**src/rtl/blink_round_ctrl.sv**
```systemverilog
// Blink game challenge controller: LFSR target, blink show, checker handshake, scoring.
// Optional BLINK_DEBOUNCE_EN adds a stable-level debouncer on the synchronized button.
module blink_round_ctrl #(
    parameter int unsigned BLINK_CYCLES    = 25_000_000,
    parameter int unsigned SHOW_BLINKS     = 3,
    parameter logic [15:0] SEED            = 16'hACE1,
    parameter int unsigned DEBOUNCE_CYCLES = 1_000_000
) (
    input  logic        clk,
    input  logic        rst_n,
    input  logic        btn,
    output logic [15:0] led,
    output logic [15:0] target,
    output logic        check_req,
    input  logic        result_valid,
    input  logic        result_ok,
    output logic [7:0]  score,
    output logic        game_over
);

    localparam logic [2:0] S_IDLE   = 3'd0;
    localparam logic [2:0] S_SHOW   = 3'd1;
    localparam logic [2:0] S_WAIT   = 3'd2;
    localparam logic [2:0] S_CHECK  = 3'd3;
    localparam logic [2:0] S_RESULT = 3'd4;

    localparam logic [15:0] SEED_INIT  = (SEED == 16'h0000) ? 16'h0001 : SEED;
    localparam logic [31:0] BLINK_LAST = 32'(BLINK_CYCLES - 1);
    localparam logic [31:0] HOLD_LAST  = 32'(2 * BLINK_CYCLES - 1);
    localparam logic [31:0] PHASE_LAST = 32'(2 * SHOW_BLINKS - 1);

    logic [2:0]  state_q, state_d;
    logic [15:0] lfsr_q, lfsr_d;
    logic [15:0] target_q, target_d;
    logic [7:0]  score_q, score_d;
    logic        game_over_q, game_over_d;
    logic        check_req_q, check_req_d;
    logic        ok_q, ok_d;
    logic [31:0] cnt_q, cnt_d;
    logic [31:0] phase_q, phase_d;
    logic        sync1_q, sync2_q, lvl_prev_q;
    logic        btn_lvl;
    logic        press;
    logic [15:0] lfsr_adv;

    always_ff @(posedge clk or negedge rst_n) begin
        if (!rst_n) begin
            sync1_q    <= 1'b0;
            sync2_q    <= 1'b0;
            lvl_prev_q <= 1'b0;
        end else begin
            sync1_q    <= btn;
            sync2_q    <= sync1_q;
            lvl_prev_q <= btn_lvl;
        end
    end

`ifdef BLINK_DEBOUNCE_EN
    localparam logic [31:0] DB_LAST = 32'(DEBOUNCE_CYCLES - 1);

    logic        db_lvl_q;
    logic [31:0] db_cnt_q;

    // Level is accepted once it has differed from the current debounced level for DEBOUNCE_CYCLES clocks.
    always_ff @(posedge clk or negedge rst_n) begin
        if (!rst_n) begin
            db_lvl_q <= 1'b0;
            db_cnt_q <= '0;
        end else if (sync2_q == db_lvl_q) begin
            db_cnt_q <= '0;
        end else if (db_cnt_q == DB_LAST) begin
            db_lvl_q <= sync2_q;
            db_cnt_q <= '0;
        end else begin
            db_cnt_q <= db_cnt_q + 32'd1;
        end
    end

    assign btn_lvl = db_lvl_q;
`else
    logic unused_debounce_cfg;
    assign unused_debounce_cfg = ^DEBOUNCE_CYCLES;
    assign btn_lvl             = sync2_q;
`endif

    assign press    = btn_lvl & ~lvl_prev_q;
    assign lfsr_adv = lfsr_q[0] ? ((lfsr_q >> 1) ^ 16'hB400) : (lfsr_q >> 1);

    always_comb begin
        state_d     = state_q;
        lfsr_d      = lfsr_q;
        target_d    = target_q;
        score_d     = score_q;
        game_over_d = game_over_q;
        check_req_d = 1'b0;
        ok_d        = ok_q;
        cnt_d       = cnt_q;
        phase_d     = phase_q;
        case (state_q)
            S_IDLE: begin
                if (press) begin
                    state_d     = S_SHOW;
                    lfsr_d      = lfsr_adv;
                    target_d    = lfsr_adv;
                    score_d     = '0;
                    game_over_d = 1'b0;
                    cnt_d       = '0;
                    phase_d     = '0;
                end
            end
            S_SHOW: begin
                if (cnt_q == BLINK_LAST) begin
                    cnt_d = '0;
                    if (phase_q == PHASE_LAST) begin
                        state_d = S_WAIT;
                        phase_d = '0;
                    end else begin
                        phase_d = phase_q + 32'd1;
                    end
                end else begin
                    cnt_d = cnt_q + 32'd1;
                end
            end
            S_WAIT: begin
                if (press) begin
                    state_d     = S_CHECK;
                    check_req_d = 1'b1;
                end
            end
            S_CHECK: begin
                if (result_valid) begin
                    state_d = S_RESULT;
                    ok_d    = result_ok;
                    cnt_d   = '0;
                    if (result_ok && (score_q != 8'hFF)) begin
                        score_d = score_q + 8'd1;
                    end
                end
            end
            S_RESULT: begin
                if (cnt_q == HOLD_LAST) begin
                    cnt_d = '0;
                    if (ok_q) begin
                        state_d  = S_SHOW;
                        lfsr_d   = lfsr_adv;
                        target_d = lfsr_adv;
                        phase_d  = '0;
                    end else begin
                        state_d     = S_IDLE;
                        game_over_d = 1'b1;
                    end
                end else begin
                    cnt_d = cnt_q + 32'd1;
                end
            end
            default: state_d = S_IDLE;
        endcase
    end

    always_ff @(posedge clk or negedge rst_n) begin
        if (!rst_n) begin
            state_q     <= S_IDLE;
            lfsr_q      <= SEED_INIT;
            target_q    <= '0;
            score_q     <= '0;
            game_over_q <= 1'b0;
            check_req_q <= 1'b0;
            ok_q        <= 1'b0;
            cnt_q       <= '0;
            phase_q     <= '0;
        end else begin
            state_q     <= state_d;
            lfsr_q      <= lfsr_d;
            target_q    <= target_d;
            score_q     <= score_d;
            game_over_q <= game_over_d;
            check_req_q <= check_req_d;
            ok_q        <= ok_d;
            cnt_q       <= cnt_d;
            phase_q     <= phase_d;
        end
    end

    // Even phases are the on-phases of the blink sequence.
    always_comb begin
        led = '0;
        case (state_q)
            S_SHOW:   led = phase_q[0] ? 16'h0000 : target_q;
            S_RESULT: led = ok_q ? 16'hFFFF : 16'h8001;
            default:  led = '0;
        endcase
    end

    assign target    = target_q;
    assign check_req = check_req_q;
    assign score     = score_q;
    assign game_over = game_over_q;

endmodule

```
**config.mk**
```make
export PLATFORM = sky130hd
export DESIGN_NAME = blink_round_ctrl
export DESIGN_NICKNAME = d
export VERILOG_FILES = /design/src/rtl/blink_round_ctrl.sv
export SDC_FILE = /design/constraint.sdc
export NUM_CORES = 1
export LEC_CHECK = 0
export CORE_MARGIN = 2
export CORE_UTILIZATION = 45
export DETAILED_ROUTE_END_ITERATION = 7
export SETUP_SLACK_MARGIN = 0.02
export SLEW_MARGIN = 25
export SYNTH_ARGS = -nofsm -noshare
export SYNTH_HDL_FRONTEND = slang
export SYNTH_SLANG_ARGS = --single-unit
```
**constraint.sdc**
```tcl
create_clock -name clk -period 3.4 [get_ports clk]
set_input_delay 0.34 -clock clk [delete_from_list [all_inputs] [get_ports clk]]
set_output_delay 0.34 -clock clk [all_outputs]
set_load 0.02 [all_outputs]
```
==> run summary, run 1 <==
die area: 13,700 um2
Peak VDD IR: 0.000274 V
Period minus WS final: 2.86 ns
Final Cycle Share: 84.0%
Worst-path clk slew: 0.07 ns
CP required: 3.06 ns
syn_nets: 636
P_leak: 0.00287 uW
Comb power frac: 27.3%
worst skew pair latency: 0.36 ns
Starting DRT DRC Count: 346
critical path arrival: 2.52 ns
fmax: 350 MHz
initial antenna violation count: 0
internal power: 2290 uW
CTS Hold Bufs: 0
core outline area: 12,600 um2
Synth top area share: 42.1%
switch share: 36.4%
pin count of the biggest net entering global routing: 55
ys flop type: dfrtp_1
non-filler cells, final: 831
skew final: 0.00751 ns
Hold Slack: 0.0194 ns
Synth Area per Inst: 9.19 um2
Clock Power Share: 29.9%
Critical Setup Path Class: reg2out
wire length per cell: 16.3 um
nature of the critical path startpoint: flop
cts repair resizes: 0
Gate Count Post-Synth: 627
CTS Buf Count: 9
switching power: 1310 uW
Post-synth EDFFs: 0
area delta synth->final: 15.4%
Total Power: 3600 uW
GRT Total Usage: 20.7%
area leader, netlist: dfrtp_1
setup TNS: 0 ns
critical path's slowest cell: clkdlybuf4s50_1
initial core utilization: 45.9%
Rel. slew slack: 48.0%
ranking of synthesized cells by area: dfrtp_1 42%, mux2_2 4.9%, o21ai_0 4.9%
Final Util: 52.9%
clk sink count: 105
Worst Hold Class: in2async
routability cong.: 0.861
CTS tree: built
remaining global-route overflow: 0
DP Cell Count: 815
final hold vios: 0
Synth async-reset ratio: 100%
Seq cells post-synth: 105
# port buffers: 46
critical path endpoint category: output port
H-tree depth: 3
placed wire-length estimate: 9230 um
vias in the first global route: 4,640
cell area after synthesis: 5760 um2
Die Width: 117 um
Final Max Slew Viols: 0
ant diodes: 0
CP delay by family, top: simple AND/OR/NAND/NOR gates
global-route wire length before repair: 22,500 um
Die Y: 117 um
io pins: 47
Max Cap Viol: 0
Antenna Violating Nets Remaining: 0
crit path buf inv count: 1
crit-path cells: nor2_1 > and3_1 > a21o_1 > clkdlybuf4s50_1
register area share after synthesis: 45.8%
DR vias/cell: 5.86
status: finished clean
cell row count: 41
DR vias: 4,869
Detailed Routing Iterations Pass 1: 5
Synthesis Warnings: 0
max incr delay on CP: 0.60 ns
number of setup buffers added after CTS: 0
layout cell share with drive strength beyond 1: 11.8%
Longest Clk Path Bufs: 2
CP Max Fanout: 16
Flop pwr share: 42.8%
Power Density: 542 nW/um2
worst slew pin tran: 0.774 ns
Yosys cell types: 57
root buf cell: clkbuf_16
RSZ-0062 raised after global routing: false
Layout Nets: 663
DRC Markers: 0
Final setup viols: 0
Total Wirelength: 13,600 um
==> cell usage after synthesis, types with 14 or more instances <==
library cell   n
a21o_1        20
a21oi_1       26
a31oi_1       21
and3_1        17
clkbuf_1      30
dfrtp_1       97
mux2_2        25
nand2_1       56
nand3_1       29
nand4_1       25
nor2_1        44
o21ai_0       56
o31ai_1       20
or3_1         14
==> power groups by stage <==
| stage | registers [uW] | logic [uW] | clock network [uW] |
|---|---|---|---|
| floorplan | 1480 | 775 | 0 |
| global placement | 1550 | 955 | 0 |
| detailed placement | 1560 | 983 | 0 |
| CTS | 1540 | 988 | 1110 |
| global route | 1560 | 1100 | 1160 |
| finish | 1540 | 983 | 1080 |
==> routing by layer <==
metal / wire, um / vias up / global-route usage, %
met5: 0 / - / 0
li1: - / 2374 / -
met1: 6220 / 2371 / 27.4
met4: 146 / 0 / 6.90
met3: 513 / 13 / 4.94
met2: 6670 / 111 / 33.5
==> cells in the final DEF (no fill, tap or decap), drive strengths merged, types with 21 or more instances in the layout <==
cell type,n
nand3,30
clkdlybuf4s50,45
a31oi,21
a21oi,26
o31ai,21
o21ai,59
nand2,57
nand4,26
dfrtp,97
nor2,44
mux2,25
==> final timing paths <==
check / start / slack [ns] / end / cells past startpoint
max in group asynchronous: rst_n / 2.52 / cnt_q[21] / 2
min in group clk: sync1_q / 0.35 / btn_lvl / 0
worst min-delay path: rst_n / 0.02 / cnt_q[11] / 1
worst max-delay path: state_q[0] / 0.54 / led[4] / 4
worst min register to register: sync1_q / 0.35 / btn_lvl / 0
worst max register to register: cnt_q[0] / 0.69 / cnt_q[7] / 7
==> cells by family (layout without fill, tap and decap cells) <==
kind of cell,Yosys count,after routing,synth area share (%)
adder cells (fa/ha/maj),4,4,0.868
AO/OA/AOI/OAI,172,172,19.1
multiplexers,26,26,5.06
buffers and inverters,56,88,4.26
XOR/XNOR,5,5,0.760
flip-flops,105,105,45.8
AND/OR/NAND/NOR,259,259,24.2
==> sequential cells by signal, summed over array words and instances, names as in the netlist <==
| name | count |
|---|---|
| check_req | 1 |
| cnt_q | 32 |
| score | 8 |
| state_q | 3 |
| game_over | 1 |
| lfsr_q | 16 |
| sync1_q | 1 |
| ok_q | 1 |
| btn_lvl | 1 |
| lvl_prev_q | 1 |
| target | 8 |
| phase_q | 32 |
==> cell type report <==
type	instances	area, um2
fillers	1181	5920
multi-input cells	466	2890
flip-flops and latches	105	2640
repair buffers	59	556
clock buffers	10	229
well taps	172	215
clock inverters	6	73.8
inverters	13	48.8
==> metrics by stage <==
| step | cell area, um2 | setup WS [ns] |
|---|---|---|
| 6_report | 6650 | 0.544 |
| 5_1_grt | 6650 | 0.406 |
| 4_1_cts | 6650 | 0.543 |
| 3_5_place_dp | 6350 | 0.683 |
| 3_3_place_gp | 6350 | 0.811 |
| 2_1_floorplan | 5760 | 0.980 |
No activity file was read; power rests on OpenSTA's default activity.
==> inputs of run 2 (changes only) <==
--- a/config.mk
+++ b/config.mk
@@ -8,6 +8,7 @@
 export CORE_MARGIN = 2
 export CORE_UTILIZATION = 45
 export DETAILED_ROUTE_END_ITERATION = 7
+export PLACE_DENSITY = 0.67
 export SETUP_SLACK_MARGIN = 0.02
 export SLEW_MARGIN = 25
 export SYNTH_ARGS = -nofsm -noshare
==> constraint.sdc (replaced) <==
create_clock -name clk -period 2.6 [get_ports clk]
set_input_delay 0.26 -clock clk [delete_from_list [all_inputs] [get_ports clk]]
set_output_delay 0.26 -clock clk [all_outputs]
set_load 0.02 [all_outputs]
==> run 2 against run 1 <==
  * Die area is the same
  * Hold slack better by 0.31 ns
  * Count of clock-buffer cells in the layout down 1
  * Core utilization is 1.5 points higher
  * First-iteration DRC count is 7.5% lower
  * Via count is 2.5% higher
  * Critical endpoint is now led[5]
==> run summary, run 2 (synthesis gave the netlist of run 1 again) <==
ant diodes: 0 (unchanged)
io pins: 47 (unchanged)
fmax: 407 MHz
worst skew pair latency: 0.36 ns (about the same)
# port buffers: 46 (unchanged)
Critical Setup Path Class: reg2out
skew final: 0.00714 ns (-0.000369 ns)
pin count of the biggest net entering global routing: 47 (-15%)
DP Cell Count: 833 (+2.2%)
CP Max Fanout: 14 (-2)
clk sink count: 105 (unchanged)
Starting DRT DRC Count: 320 (-7.5%)
remaining global-route overflow: 0 (unchanged)
Max Cap Viol: 0 (unchanged)
Layout Nets: 682 (+2.9%)
Antenna Violating Nets Remaining: 0 (unchanged)
Power Density: 698 nW/um2 (+29%)
Final Cycle Share: 94.4%
Longest Clk Path Bufs: 2 (unchanged)
Final Max Slew Viols: 0 (unchanged)
Peak VDD IR: 0.000384 V (+40%)
most frequent cells in the layout: 97 x dfrtp_1, 56 x nand2_1, 56 x o21ai_0, 45 x clkdlybuf4s50_1, 44 x nor2_1
Die Width: 117 um (unchanged)
Total Power: 4770 uW (+32%)
CTS tree: built
routability cong.: 0.888 (+3.1%)
final hold vios: 0 (unchanged)
critical path arrival: 2.19 ns (-0.33 ns)
nature of the critical path startpoint: flop
DR vias/cell: 5.87 (+0.19%)
worst slew pin tran: 0.590 ns (-0.184 ns)
Final WS setup: 0.145 ns (-0.399 ns)
cell row count: 41 (unchanged)
DR vias: 4,990 (+2.5%)
root buf cell: clkbuf_16
Final Util: 54.4% (+1.5 points)
DRC Markers: 0 (unchanged)
RSZ-0062 raised after global routing: true
die area: 13,700 um2 (unchanged)
Total Wirelength: 14,100 um (+3.9%)
core outline area: 12,600 um2 (unchanged)
initial core utilization: 45.9% (unchanged)
initial antenna violation count: 0 (unchanged)
Final setup viols: 0 (unchanged)
Worst Hold Class: in2reg
placed wire-length estimate: 9580 um (+3.7%)
global-route wire length before repair: 23,300 um (+3.4%)
number of setup buffers added after CTS: 0 (unchanged)
Place WS: 0.145 ns (-0.537 ns)
Worst-path clk slew: 0.07 ns (about the same)
H-tree depth: 3 (unchanged)
Detailed Routing Iterations Pass 1: 5 (unchanged)
register-to-register setup slack: 0.17 ns (-0.52 ns)
wire length per cell: 16.6 um (+1.5%)
vias in the first global route: 4,724 (+1.8%)
Die Y: 117 um (unchanged)
non-filler cells, final: 850 (+2.3%)
P_leak: 0.00298 uW (+3.6%)
CTS Buf Count: 9 (unchanged)
Rel. slew slack: 60.3% (+12 points)
Largest regs: cnt_q x32, phase_q x32, lfsr_q x16
CP required: 2.34 ns (-0.72 ns)
area delta synth->final: 18.5%
status: finished clean
critical path endpoint category: output port
layout cell share with drive strength beyond 1: 14.7% (+2.9 points)
Period minus WS final: 2.45 ns
GRT Total Usage: 21.5% (+0.78 points)
most common cell after layout, fill and taps aside: dfrtp_1
run 2: per-layer routing:
| metal | track usage [%] | wire, um |
|---|---|---|
| met4 | 6.04 | 214 |
| met5 | 0 | 0 |
| met3 | 6.44 | 578 |
| met2 | 33.1 | 6790 |
| met1 | 29.6 | 6500 |
run 2: final timing paths:
| kind | cells past startpoint | endpoint | start |
|---|---|---|---|
| max | 4 | led[5] | state_q[1] |
| min | 1 | sync1_q | btn |
| max reg2reg | 6 | phase_q[31] | phase_q[18] |
| min reg2reg | 0 | btn_lvl | sync1_q |
| max in group asynchronous | 3 | lfsr_q[0] | rst_n |
| min in group asynchronous | 2 | cnt_q[27] | rst_n |
run 2: stage by stage:
step,hold slack [ns],cell area (um2),TNS [ns]
2_1_floorplan,-0.0356,5760,0
3_3_place_gp,0.258,6510,0
3_5_place_dp,0.270,6510,0
4_1_cts,0.317,6810,0
5_1_grt,0.314,6830,-0.0570
6_report,0.329,6830,0
run 2: cell type report:
type	instances	area [um2]
timing repair buffer	78	738
inverter	13	48.8
tap	172	215
multi-input combinational	466	2910
sequential	105	2640
clock buffer	9	225
fill	1128	5740
clock inverter	7	60.1
run 2: power by group:
part | switching [uW] | internal [uW]
clock network | 667 | 668
registers | 206 | 1780
logic | 900 | 548
run 2: worst max-delay path, cell delays in order, from the launching register on:
cell	delay, ns
dfrtp_1	0.43
nor2_1	0.16
and3_1	0.50
a21o_1	0.13
clkdlybuf4s50_1	0.61
run 2: what timing repair did:
item | 4_1_cts | 5_1_grt
gates resized for setup | 0 | 5
hold buffers | 1 | 0
hold endpoints to repair | 31 | 0
setup endpoints to repair | 0 | 30
==> inputs of run 3 (changes only) <==
--- a/config.mk
+++ b/config.mk
@@ -5,7 +5,7 @@
 export SDC_FILE = /design/constraint.sdc
 export NUM_CORES = 1
 export LEC_CHECK = 0
-export CORE_MARGIN = 2
+export CORE_MARGIN = 4
 export CORE_UTILIZATION = 45
 export DETAILED_ROUTE_END_ITERATION = 7
 export PLACE_DENSITY = 0.67
==> run 3 against run 2 <==
  * Global-route usage down 2.4 points
  * Cell count unchanged
  * Combinational power about the same
  * Largest cell class unchanged
==> run summary, run 3 (synthesis gave the netlist of run 1 again) <==
critical path arrival: 2.67 ns (+0.48 ns)
cell row count: 41 (unchanged)
setup TNS: 0 ns (unchanged)
pin count of the biggest net entering global routing: 42 (-11%)
CP delay by family, top: simple AND/OR/NAND/NOR gates
max incr delay on CP: 0.64 ns (+0.03 ns)
routability cong.: 0.928 (+4.5%)
Die Y: 121 um (+3.4%)
worst skew pair latency: 0.35 ns (about the same)
Detailed Routing Iterations Pass 1: 5 (unchanged)
Final Cycle Share: 93.7% (-0.76 points)
crit-path cells: nand3_1 > or4_1 > nor4_2 > a41oi_1 > o21ai_0 > o31ai_1
Worst-path clk slew: 0.08 ns (about the same)
Critical Setup Path Class: reg2reg
critical path's slowest cell: or4_1
CP Max Fanout: 8 (-6)
skew final: 0.00795 ns (+0.000804 ns)
nature of the critical path startpoint: flop
status: finished clean
layout cell share with drive strength beyond 1: 14.9% (+0.15 points)
Die Width: 121 um (+3.4%)
Peak VDD IR: 0.000381 V (-0.92%)
initial core utilization: 45.9% (unchanged)
io pins: 47 (unchanged)
Total Power: 4800 uW (+0.66%)
crit path buf inv count: 0 (-1)
CP required: 2.84 ns (+0.50 ns)
Worst Hold Class: in2reg
initial antenna violation count: 0 (unchanged)
area delta synth->final: 18.9%
DR vias/cell: 5.89 (+0.32%)
remaining global-route overflow: 0 (unchanged)
ant diodes: 0 (unchanged)
vias in the first global route: 4,705 (-0.40%)
final hold vios: 0 (unchanged)
RSZ-0062 raised after global routing: false
critical path endpoint category: flop
global-route wire length before repair: 23,000 um (-1.1%)
most common cell after layout, fill and taps aside: dfrtp_1
Antenna Violating Nets Remaining: 0 (unchanged)
Layout Nets: 682 (unchanged)
CTS Buf Count: 9 (unchanged)
Fillers: 1,125 (-0.27%)
most frequent cells in the layout: 97 x dfrtp_1, 56 x nand2_1, 56 x o21ai_0, 45 x clkdlybuf4s50_1, 44 x nor2_1
root buf cell: clkbuf_16
Rel. slew slack: 62.2% (+1.9 points)
P_leak: 0.00298 uW (+0.23%)
Final Max Slew Viols: 0 (unchanged)
core outline area: 12,600 um2 (unchanged)
# port buffers: 46 (unchanged)
Starting DRT DRC Count: 390 (+22%)
Largest regs: cnt_q x32, phase_q x32, lfsr_q x16
wire length per cell: 16.1 um (-2.6%)
clk sink count: 105 (unchanged)
worst slew pin tran: 0.563 ns (-0.0274 ns)
Longest Clk Path Bufs: 2 (unchanged)
Total Wirelength: 13,700 um (-2.6%)
number of setup buffers added after CTS: 0 (unchanged)
Power Density: 700 nW/um2 (+0.38%)
fmax: 411 MHz (+0.81%)
CTS tree: built
register-to-register setup slack: 0.17 ns (about the same)
Max Cap Viol: 0 (unchanged)
GRT Total Usage: 19.1% (-2.4 points)
DRC Markers: 0 (unchanged)
Period minus WS final: 2.43 ns (-0.0196 ns)
die area: 14,700 um2 (+6.9%)
DR vias: 5,006 (+0.32%)
H-tree depth: 3 (unchanged)
Final setup viols: 0 (unchanged)
placed wire-length estimate: 9640 um (+0.63%)
run 3: path summary, 6_finish.rpt:
| path | from | end | cells after the start |
|---|---|---|---|
| worst max-delay path | phase_q[18] | phase_q[31] | 6 |
| worst min-delay path | btn | sync1_q | 1 |
| worst max register to register | phase_q[18] | phase_q[31] | 6 |
| worst min register to register | sync1_q | btn_lvl | 0 |
| max in group asynchronous | rst_n | cnt_q[17] | 3 |
| min in group asynchronous | rst_n | cnt_q[2] | 2 |
run 3: area by class of cell:
type / instances / area [um2] / share of cell area (%)
sequential: 105 / 2640 / 38.5
timing repair buffer: 78 / 738 / 10.8
inverter: 13 / 48.8 / 0.712
clock buffer: 9 / 225 / 3.29
multi-input combinational: 466 / 2900 / 42.3
clock inverter: 7 / 86.3 / 1.26
tap: 172 / 215 / 3.14
run 3: through the flow:
step	util, %	setup slack (ns)	hold WS, ns	instance area, um2	cells
final	54.5	0.165	0.336	6850	850
after global placement	51.8	0.199	0.281	6510	833
after CTS	54.4	0.0979	0.324	6840	850
after floorplan	-	0.180	-0.0356	5760	627
after detailed placement	51.8	0.135	0.284	6510	833
after global routing	54.5	0.0241	0.335	6850	850
run 3: layer usage:
metal,vias to the layer above,part of all wire (%),track usage (%)
li1,2405,-,-
met1,2486,46,26.5
met2,99,49,30.6
met3,16,3.7,3.92
met4,0,1.3,5.32
met5,-,0,0
run 3: worst reg2reg max path, delay by kind of cell, from the launching register on:
kind            cells  cell delay [ns]
compound gates      3             0.45
simple gates        3             1.39
flops               1             0.48
run 3: where the power goes:
| part | switching, uW | total, uW | internal (uW) |
|---|---|---|---|
| combinational | 873 | 1430 | 554 |
| sequential | 213 | 1990 | 1780 |
| clock | 691 | 1380 | 690 |
| total | 1780 | 4800 | 3020 |
run 3: repair_timing:
action	CTS	global route
resized for setup	0	5
endpoints found under the hold margin	39	0
hold buffers	1	0
setup endpoints to repair	0	30
==> RTL change, RTL diff (flow settings as in run 2) <==
Build with the macro `BLINK_DEBOUNCE_EN` defined.
--- a/src/rtl/blink_round_ctrl.sv
+++ b/src/rtl/blink_round_ctrl.sv
@@ -1,5 +1,7 @@
 // Blink game challenge controller: LFSR target, blink show, checker handshake, scoring.
 // Optional BLINK_DEBOUNCE_EN adds a stable-level debouncer on the synchronized button.
+`define BLINK_DEBOUNCE_EN
+
 module blink_round_ctrl #(
     parameter int unsigned BLINK_CYCLES    = 25_000_000,
     parameter int unsigned SHOW_BLINKS     = 3,
Function: changed (Yosys sat finds a counterexample within 4 cycles, from zero or initial values and one cycle with rst_n low).
==> RTL change against run 2 <==
Power increased by 1.3%. Die area increased by 24%. Setup slack improved by 0.038 ns. Sequential cell count increased by 33. Non-clock buffer count decreased by 7. Routed wire length increased by 14%. Critical path type is now flop to flop. Cell area increased by 26%. Synthesized area increased by 25%.
==> RTL change: results <==
power_and_ir_drop:
  ir_drop_mv: 0.474
  p_seq_share_pct: 44.8
  static-leakage-power_nw: 3.85
  p_int_mw: 3.81
  power_mw: 4.83
  clock_power_share_pct: 53.6
global_route:
  grt_max_degree: 60
  grt_util_met3_pct: 5.86
  track_usage_pct: 20.3
  use_met2_pct: 31.8
  use_met1_pct: 26.6
route:
  route.vias.total: 5940
  wirelength_um: 16100
  wl_met2_um: 7630
  met1Wirelength_um: 7280
logic_synthesis:
  synth_compound_area_share_pct: 13.3
  yosysUniqueCellTypes: 54
  netlist_instances: 767
  synth_fa_ha_area_share_pct: 0.866
  synth_area_leaders: "dfrtp_1 (45%), nor2_1 (4.8%), xor2_1 (4.4%), o21ai_0 (4.2%), mux2_1 (3.3%)"
  muxShareOfSynthArea_pct: 4.05
layout:
  nets: 822
  reg_top3: "cnt_q (32), db_cnt_q (32), phase_q (32)"
worst_setup_path:
  crit_fanout: 13
  crit_path_end: "phase_q[20]"
  r2r_cells: 8
  slowest_delay_ns: 0.47
  worstPathArrival_ns: 2.75
clock_tree:
  htreeDepth: 4
  clock_latency_ns: 0.43
run_status:
  status: "finished clean"
timing:
  whs_ns: 0.314
  tightest_slew_ns: 0.607
placement:
  dp_hpwl_um: 10800
  place_ws_ns: 0.194
  dp.cells: 1007
  gp_congestion: 0.845
-- RTL change: cell count changes after synthesis, sizes merged, moves of 7 or more --
cell / delta
o21ai: +9
xnor2: +17
dfrtp: +33
and3: +10
nand3: +12
a21oi: -7
xor2: +31
nor2: +50
-- RTL change: timing repair --
| item | in CTS | in global routing |
|---|---|---|
| cloned | 0 | 0 |
| setup buffers | 0 | 1 |
| hold buffers | 1 | 0 |
| endpoints found under the setup margin | 16 | 19 |
| pin swaps | 0 | 1 |
| hold endpoints to repair | 56 | 0 |
| resized for setup | 16 | 6 |
-- RTL change: area by class of cell --
| cell class | count | area, um^2 | share of cell area [%] |
|---|---|---|---|
| Clock buffer | 19 | 443 | 5.15 |
| Tap cell | 216 | 270 | 3.14 |
| Multi-Input combinational cell | 575 | 3540 | 41.1 |
| Clock inverter | 13 | 191 | 2.23 |
| Inverter | 9 | 33.8 | 0.393 |
| Timing Repair Buffer | 71 | 659 | 7.67 |
| Sequential cell | 138 | 3460 | 40.3 |
